===== src/rtl/conv_ctrl_pkg.sv =====
// rtl/conv_ctrl_pkg.sv - shared types, constants and sizing helper for layer sequencers
package conv_ctrl_pkg;

   typedef enum logic [1:0] {
      ST_IDLE = 2'd0,
      ST_LOAD = 2'd1,
      ST_RUN  = 2'd2
   } seq_state_e;

   localparam int unsigned WADDR_W = 32;

   // Counter width needed to hold values 0..n-1, never narrower than one bit.
   function automatic int unsigned cnt_width(input int unsigned n);
      return (n <= 2) ? 1 : $clog2(n);
   endfunction

endpackage


===== src/rtl/conv_watchdog.sv =====
// rtl/conv_watchdog.sv - run-phase cycle watchdog with single-cycle expire indication
module conv_watchdog
#(
   parameter int unsigned pCNT_W = 8
)
(
   input  logic              clk,
   input  logic              rst,
   input  logic              clear,
   input  logic              enable,
   input  logic [pCNT_W-1:0] limit,
   output logic              expire
);

   logic [pCNT_W-1:0] cnt_q, cnt_d;

   // Clear wins over counting; a zero limit leaves the counter free-running but never expires.
   always_comb begin
      cnt_d = cnt_q;
      if (clear) begin
         cnt_d = '0;
      end else if (enable) begin
         cnt_d = cnt_q + 1'b1;
      end
   end

   // Counter register.
   always_ff @(posedge clk) begin
      if (rst) begin
         cnt_q <= '0;
      end else begin
         cnt_q <= cnt_d;
      end
   end

   assign expire = enable && (limit != '0) && (cnt_q == limit - 1'b1);

endmodule


===== src/rtl/conv_layer_sequencer.sv =====
// rtl/conv_layer_sequencer.sv - loads one layer of weights into a conv kernel RAM, then runs the conv
module conv_layer_sequencer
   import conv_ctrl_pkg::*;
#(
   parameter int unsigned          pWEIGHT_DATA_WIDTH = 64,
   parameter logic [WADDR_W-1:0]   pWEIGHT_BASE_ADDR  = '0,
   parameter int unsigned          pWEIGHT_WORDS      = 36,
   parameter int unsigned          pTIMEOUT_CYCLES    = 0
)
(
   input  logic                          clk,
   input  logic                          rst,
   input  logic                          start,
   input  logic                          cfg_skip_load,
   input  logic                          abort,
   input  logic [pWEIGHT_DATA_WIDTH-1:0] s_wdata,
   input  logic                          s_wvalid,
   output logic                          s_wready,
   output logic                          conv_load_weight,
   output logic [WADDR_W-1:0]            conv_weight_addr,
   output logic [pWEIGHT_DATA_WIDTH-1:0] conv_weight_data,
   output logic                          conv_en,
   input  logic                          conv_done,
   output logic                          busy,
   output logic                          layer_done,
   output logic                          timeout_err
);

   localparam int unsigned IDX_W = cnt_width(pWEIGHT_WORDS);
   localparam int unsigned WD_W  = cnt_width(pTIMEOUT_CYCLES + 1);
   localparam logic [IDX_W-1:0] LAST_IDX = IDX_W'(pWEIGHT_WORDS - 1);
   localparam logic [WD_W-1:0]  WD_LIMIT = WD_W'(pTIMEOUT_CYCLES);

   if (pWEIGHT_WORDS < 1) begin : g_bad_words
      $error("conv_layer_sequencer: pWEIGHT_WORDS must be at least 1");
   end
   if ((64'(pWEIGHT_BASE_ADDR) + 64'(pWEIGHT_WORDS) - 64'd1) > 64'h0000_0000_FFFF_FFFF) begin : g_bad_addr
      $error("conv_layer_sequencer: weight address range exceeds 32 bits");
   end

   seq_state_e                    state_q, state_d;
   logic [IDX_W-1:0]              idx_q, idx_d;
   logic                          loaded_q, loaded_d;
   logic                          load_q, load_d;
   logic [WADDR_W-1:0]            addr_q, addr_d;
   logic [pWEIGHT_DATA_WIDTH-1:0] data_q, data_d;
   logic                          en_q, en_d;
   logic                          busy_q, busy_d;
   logic                          layer_done_q, layer_done_d;
   logic                          timeout_err_q, timeout_err_d;
   logic                          wd_clear, wd_enable, wd_expire;

   // Next-state and output decode; exit priority in RUN is abort, then conv_done, then watchdog.
   always_comb begin
      state_d       = state_q;
      idx_d         = idx_q;
      loaded_d      = loaded_q;
      load_d        = 1'b0;
      addr_d        = addr_q;
      data_d        = data_q;
      en_d          = 1'b0;
      layer_done_d  = 1'b0;
      timeout_err_d = 1'b0;
      s_wready      = 1'b0;
      case (state_q)
         ST_IDLE: begin
            if (start && !abort) begin
               if (cfg_skip_load && loaded_q) begin
                  state_d = ST_RUN;
               end else begin
                  // Overwriting the kernel RAM makes any earlier weights stale.
                  state_d  = ST_LOAD;
                  idx_d    = '0;
                  loaded_d = 1'b0;
               end
            end
         end
         ST_LOAD: begin
            s_wready = !abort;
            if (abort) begin
               state_d  = ST_IDLE;
               loaded_d = 1'b0;
            end else if (s_wvalid) begin
               load_d = 1'b1;
               addr_d = pWEIGHT_BASE_ADDR + WADDR_W'(idx_q);
               data_d = s_wdata;
               idx_d  = idx_q + 1'b1;
               if (idx_q == LAST_IDX) begin
                  loaded_d = 1'b1;
                  state_d  = ST_RUN;
               end
            end
         end
         ST_RUN: begin
            if (abort) begin
               state_d  = ST_IDLE;
               loaded_d = 1'b0;
            end else if (conv_done && en_q) begin
               state_d      = ST_IDLE;
               layer_done_d = 1'b1;
            end else if (wd_expire) begin
               state_d       = ST_IDLE;
               timeout_err_d = 1'b1;
               loaded_d      = 1'b0;
            end else begin
               en_d = 1'b1;
            end
         end
         default: begin
            state_d = ST_IDLE;
         end
      endcase
      busy_d = (state_d != ST_IDLE);
   end

   // State and registered outputs.
   always_ff @(posedge clk) begin
      if (rst) begin
         state_q       <= ST_IDLE;
         idx_q         <= '0;
         loaded_q      <= 1'b0;
         load_q        <= 1'b0;
         addr_q        <= '0;
         data_q        <= '0;
         en_q          <= 1'b0;
         busy_q        <= 1'b0;
         layer_done_q  <= 1'b0;
         timeout_err_q <= 1'b0;
      end else begin
         state_q       <= state_d;
         idx_q         <= idx_d;
         loaded_q      <= loaded_d;
         load_q        <= load_d;
         addr_q        <= addr_d;
         data_q        <= data_d;
         en_q          <= en_d;
         busy_q        <= busy_d;
         layer_done_q  <= layer_done_d;
         timeout_err_q <= timeout_err_d;
      end
   end

   assign wd_clear  = (state_q != ST_RUN) && (state_d == ST_RUN);
   assign wd_enable = (state_q == ST_RUN);

   conv_watchdog #(
      .pCNT_W (WD_W)
   ) u_watchdog (
      .clk    (clk),
      .rst    (rst),
      .clear  (wd_clear),
      .enable (wd_enable),
      .limit  (WD_LIMIT),
      .expire (wd_expire)
   );

   assign conv_load_weight = load_q;
   assign conv_weight_addr = addr_q;
   assign conv_weight_data = data_q;
   assign conv_en          = en_q;
   assign busy             = busy_q;
   assign layer_done       = layer_done_q;
   assign timeout_err      = timeout_err_q;

endmodule


===== config.mk =====
export PLATFORM = sky130hd
export DESIGN_NAME = conv_layer_sequencer
export DESIGN_NICKNAME = d
export VERILOG_FILES = /design/src/rtl/conv_ctrl_pkg.sv /design/src/rtl/conv_watchdog.sv /design/src/rtl/conv_layer_sequencer.sv
export SDC_FILE = /design/constraint.sdc
export NUM_CORES = 1
export LEC_CHECK = 0
export ABC_AREA = 1
export ABC_CLOCK_PERIOD_IN_PS = 1300
export CAP_MARGIN = 20
export CORE_AREA = 4 4 101 103
export CTS_CLUSTER_DIAMETER = 150
export DETAILED_ROUTE_END_ITERATION = 10
export DIE_AREA = 0 0 105 107
export GPL_ROUTABILITY_DRIVEN = 0
export HOLD_SLACK_MARGIN = 0.1
export PLACE_DENSITY = 0.81
export SKIP_CTS_REPAIR_TIMING = 1
export SYNTH_ARGS = -nofsm -noshare
export SYNTH_HDL_FRONTEND = slang
export SYNTH_SLANG_ARGS = --single-unit

===== constraint.sdc =====
create_clock -name clk -period 1.3 [get_ports clk]
set_clock_uncertainty 0.15 [all_clocks]
set_input_delay 0.13 -clock clk [delete_from_list [all_inputs] [get_ports clk]]
set_output_delay 0.13 -clock clk [all_outputs]
set_load 0.01 [all_outputs]

==> results of run 1 <==
-- worst max-delay path: cells and delay by family --
| family | cells | cell delay (ns) |
|---|---|---|
| buffers and inverters | 2 | 0.71 |
| AO/OA/AOI/OAI | 1 | 0.22 |
| AND/OR/NAND/NOR | 3 | 0.46 |
-- flip-flops by register name, summed over array words and instances, names as in the netlist --
signal,flops
conv_en,1
conv_weight_addr,6
state_q,2
conv_weight_data,64
busy,1
loaded_q,1
layer_done,1
conv_load_weight,1
idx_q,6
-- cell families (layout without fill, tap and decap cells) --
logic type / Yosys count / after routing / synth area share
and+or+nand+nor: 194 / 195 / 0.237
buffers and inverters: 68 / 219 / 0.130
other: 1 / 27 / 0.00114
adders and majority gates: 1 / 1 / 0.00380
AOI/OAI and AO/OA: 81 / 81 / 0.124
DFF: 83 / 83 / 0.504
-- metal layers --
metal	up-vias	wire [um]
met5	-	0
met4	0	146
met3	15	698
met2	128	5400
met1	1551	4090
li1	1647	-
-- cells in the mapped netlist, types with 2 or more instances --
library cell | n | area (um2)
a21oi_1 | 8 | 40.0
buf_2 | 6 | 30.0
buf_4 | 29 | 218
buf_6 | 7 | 78.8
clkbuf_1 | 7 | 26.3
dfxtp_1 | 83 | 1660
inv_1 | 16 | 60.1
inv_2 | 2 | 7.51
nand2_1 | 27 | 101
nand3_1 | 11 | 55.1
nor2_1 | 142 | 533
nor2_2 | 11 | 68.8
o21ai_0 | 72 | 360
-- final cells by class --
class / instances / share of cell area
inverters: 19 / 0.0150
clock inverters: 3 / 0.00391
flip-flops and latches: 83 / 0.290
clock buffers: 13 / 0.0276
multi-input cells: 304 / 0.273
repair buffers: 183 / 0.365
well taps: 111 / 0.0241
repair inverters: 1 / 0.00152
-- how the worst max path moves through the flow --
stage	from	endpoint	slack, ns
global route	s_wvalid	conv_weight_data[43]	-0.19
finish	abort	conv_weight_data[43]	-0.18
global placement	s_wvalid	conv_weight_data[25]	-0.31
detailed placement	start	idx_q[5]	-0.35
floorplan	idx_q[1]	busy	0.05
CTS	state_q[1]	s_wready	-0.48
-- power breakdown --
group | internal, W | switching (W)
registers | 0.00260 | 0.0000371
logic | 0.000433 | 0.000351
clock network | 0.000802 | 0.000894
total | 0.00384 | 0.00128
-- stage by stage --
stage	setup WS [ns]	power, W	hold WS [ns]	setup TNS [ns]	utilization
after detailed placement	-0.353	0.00337	0.299	-22.86	0.530
after floorplan	0.0455	0.00302	0.0524	0	-
after CTS	-0.481	0.00507	0.217	-19.07	0.550
final	-0.176	0.00512	0.241	-5.59	0.626
after global routing	-0.192	0.00538	0.237	-8.03	0.626
after global placement	-0.306	0.00335	0.286	-21.38	0.530
==> results.md, run 1 <==
* Pwr dens at 890 nW/um2
* Site Rows at 35
* Placed cells at 687
* Final Hold Vio Count at 0
* Htree depth at 3
* Die Area at 11,200 um2
* R2r setup slk at -0.13 ns
* Final #Nets at 673
* Post-route cell area at 5760 um2
* Antenna-violating nets left at 0
* Commonest non-fill, non-tap cell in the layout: nor2_1
* Area Overhead vs Synth at 74.6%
* Setup CP Type: primary input to register
* Max-cap violations at 0
* WL/cell at 14.4 um
* Worst hold start: conv_done
* Die Y at 107 um
* Final wirelength at 10.3 mm
* Detailed placement HPWL at 6.75 mm
* End of the worst register-to-register path: conv_weight_data[43]
* Final worst slack at -0.176 ns
* Largest net degree at the start of global routing at 41
* Synth cell types at 20
* Commonest non-fill, non-tap cells in the layout: nor2_1, dfxtp_1, dlymetal6s2s_1, clkdlybuf4s50_1, o21ai_1
* DIE WIDTH at 105 um
* Footprint of the multi-input gates at 1570 um2
* Status: complete, but fails checks
* Met3 Use GR at 0.0548
* Clk slew on worst S/H paths at 0.08 ns
* Hold Path Depth at 3
* Worst path slowest cell: clkdlybuf4s50_1
* Peak VDD IR at 0.514 mV
* Top_reg_cell synth: dfxtp_1
* Fillers at 740
* HP Class: primary input to register
* Root Buffer: clkbuf_8
* CTS tree: built
* Starting DRT DRC Count at 113
* Crit path capture type: register
* GR peak layer: met2
* CP max stage delay at 0.51 ns
* Vias per cell at 4.66
* Static leakage power at 3.51 nW
* Total gr overflow at 0
* M2 GR Usage at 0.260
* Mapped Area at 3300 um2
* Crit-path max FO at 40
* DRC at 0
* Share of layout cells above drive strength 1 at 0.218
* First-pass GRT wire length at 13.7 mm
* Register Area at 1670 um2
* Final period util at 1.14
* Synthesized instance count at 428
* Syn_area_per_cell at 7.70 um2
* Reg2Reg Depth at 7
* Violated checks: setup timing
* Setup violators final at 77
* Startpoint types: primary input
* Num CTS Buffers at 9
* Clk_lat worst skew at 0.34 ns
* Met1 global-route usage at 0.168
* WP data required at 1.37 ns
* Diodes inserted at 0
* Crit path DAT at 1.55 ns
* GRT Util Overall at 0.149
* Fin crit period at 1.48 ns
* IO buf count at 145
* Clk buf depth at 2
* Clock sink count at 83
* Vias after detailed routing at 3,341
* Initial Util at 0.358
* Number of enable flip-flop cells after synthesis at 0
* Vias in the first global route at 2,987
* First drt pass iteration count at 4
* Core Area at 9200 um2
* R2r startpoint: state_q[1]
* CP Cell Sequence: clkdlybuf4s50_1, nor2_2, nand2_8, buf_16, o21ai_0, nor2_1
* Seq/Total Area, Yosys at 0.504
* Warnings from Yosys at 0
* WHS Endpoint: layer_done
* Ys async rst share at 0
* I/O pin cnt at 173
* Layout Cells excl Fill at 717
* DP Area at 4880 um2
* Max Slew Vio Count at 0
* FF+latch count, synth at 83
* Fmax at 678 MHz
* Antenna violations before repair at 0
* RSZ-0062 raised after global routing: yes
Note: power is estimated with default switching activity, not from simulation.
==> inputs of run 2 (changes only) <==
- PLACE_DENSITY: 0.81 -> 0.88
==> results.md, run 2 (synthesis results as in run 1) <==
* Largest net degree at the start of global routing at 41
* Num CTS Buffers at 9
* Total gr overflow at 0
* End of the worst register-to-register path: idx_q[5]
* Crit path DAT at 1.51 ns
* CP Cell Sequence: buf_4, nand2_1, nor3_1, nand3_2, nand2_1, nor2_1
* Violated checks: setup timing
* Final #Nets at 680
* Clk buf depth at 2
* Root Buffer: clkbuf_8
* Peak VDD IR at 0.737 mV
* Status: complete, but fails checks
* Vias per cell at 4.68
* Detailed placement HPWL at 6.81 mm
* Diodes inserted at 0
* Final Core Density at 0.645
* Site Rows at 35
* Startpoint types: register
* Worst path depth at 6
* CP endpoint: idx_q[5]
* WL/cell at 15.5 um
* Setup violators final at 42
* DIE WIDTH at 105 um
* DRC at 0
* Max-cap violations at 0
* WP data required at 1.40 ns
* Clk_lat worst skew at 0.35 ns
* Reg2Reg Depth at 6
* Vias in the first global route at 3,114
* Placed cells at 686
* RSZ-0062 raised after global routing: yes
* Layout Cells excl Fill at 724
* Area Overhead vs Synth at 80.0%
* Crit-path max FO at 4
* CP most frequent cell: nand2_1
* Share of layout cells above drive strength 1 at 0.223
* Worst path slowest cell: dfxtp_2
* Final period util at 1.09
* Commonest non-fill, non-tap cell in the layout: nor2_1
* Core Area at 9200 um2
* R2r startpoint: idx_q[1]
* Max Slew Vio Count at 0
* HP Class: primary input to register
* Buffers & Inverters on Critical Path at 1
* First drt pass iteration count at 4
* Antenna-violating nets left at 0
* CTS tree: built
* Clock sink count at 83
* Fmax at 708 MHz
* Vias after detailed routing at 3,389
* First-pass GRT wire length at 14.2 mm
* Setup CP Type: register to register
* Clk slew on worst S/H paths at 0.09 ns
* Number of flip-flops in the largest register at 64
* Final Hold Vio Count at 0
* Final wirelength at 11.2 mm
* Commonest non-fill, non-tap cells in the layout: nor2_1, dfxtp_1, dlymetal6s2s_1, clkdlybuf4s50_1, o21ai_1
* CP max stage delay at 0.37 ns
* Initial Util at 0.358
* GRT Util Overall at 0.155
* Crit. Startpoint: idx_q[1]
* Pwr dens at 946 nW/um2
* IO buf count at 145
* Die Y at 107 um
* Die Area at 11,200 um2
* Crit path capture type: register
* Starting DRT DRC Count at 137
* I/O pin cnt at 173
* Fin crit period at 1.41 ns
* Htree depth at 3
* CP top delay family: simple AND/OR/NAND/NOR gates
* R2r setup slk at -0.11 ns
* Antenna violations before repair at 0
* Final worst slack at -0.111 ns
* Static leakage power at 3.60 nW
## run 2: cell types whose count changed in the layout (fill, tap and decap cells not counted), sizes merged
cell,delta
clkdlybuf4s50,-1
dlymetal6s2s,+1
bufinv,+2
buf,+2
nand2,+2
clkinv,+1
inv,+2
clkinvlp,-2
## run 2: stage by stage
step	TNS, ns	setup slack, ns	area [um2]	total power, W	hold slack, ns
floorplan	0	0.0455	3390	0.00302	0.0524
finish	-0.978	-0.111	5930	0.00561	0.103
global placement	-21.08	-0.325	4890	0.00336	0.281
detailed placement	-22.88	-0.377	4890	0.00338	0.308
CTS	-20.73	-0.495	5130	0.00552	0.186
global route	-3.99	-0.173	5930	0.00586	0.116
## run 2: final cells by class
cell class,instances,area (um2)
Fill cell,719,3260
Timing Repair Buffer,187,2190
Sequential cell,83,1670
Multi-Input combinational cell,306,1580
Clock buffer,11,151
Tap cell,111,139
Inverter,19,92.6
Clock inverter,5,85.1
Timing Repair inverter,2,25.0
## run 2: worst min-delay path by stage
stage,from,endpoint,depth (start not counted)
finish,abort,layer_done,4
global placement,loaded_q,loaded_q,2
detailed placement,loaded_q,loaded_q,2
CTS,conv_done,layer_done,3
global route,abort,layer_done,4
floorplan,rst,conv_en,1
## run 2: worst reg2reg max path, delay by kind of cell (launching register included)
kind | cells | cell delay (ns)
buffers and inverters | 1 | 0.14
AND/OR/NAND/NOR | 5 | 0.65
flip-flops | 1 | 0.37
## run 2: power by group
part           internal [W]  total, W  switching (W)
registers           0.00260   0.00264      0.0000375
logic              0.000452  0.000823       0.000371
clock network       0.00119   0.00215       0.000951
## run 2: layer usage
| layer | track usage | share of wire | vias up |
|---|---|---|---|
| met4 | 0.0609 | 0.024 | 0 |
| met5 | 0 | 0 | - |
| li1 | - | - | 1671 |
| met3 | 0.0650 | 0.070 | 28 |
| met1 | 0.161 | 0.38 | 1547 |
| met2 | 0.276 | 0.53 | 143 |
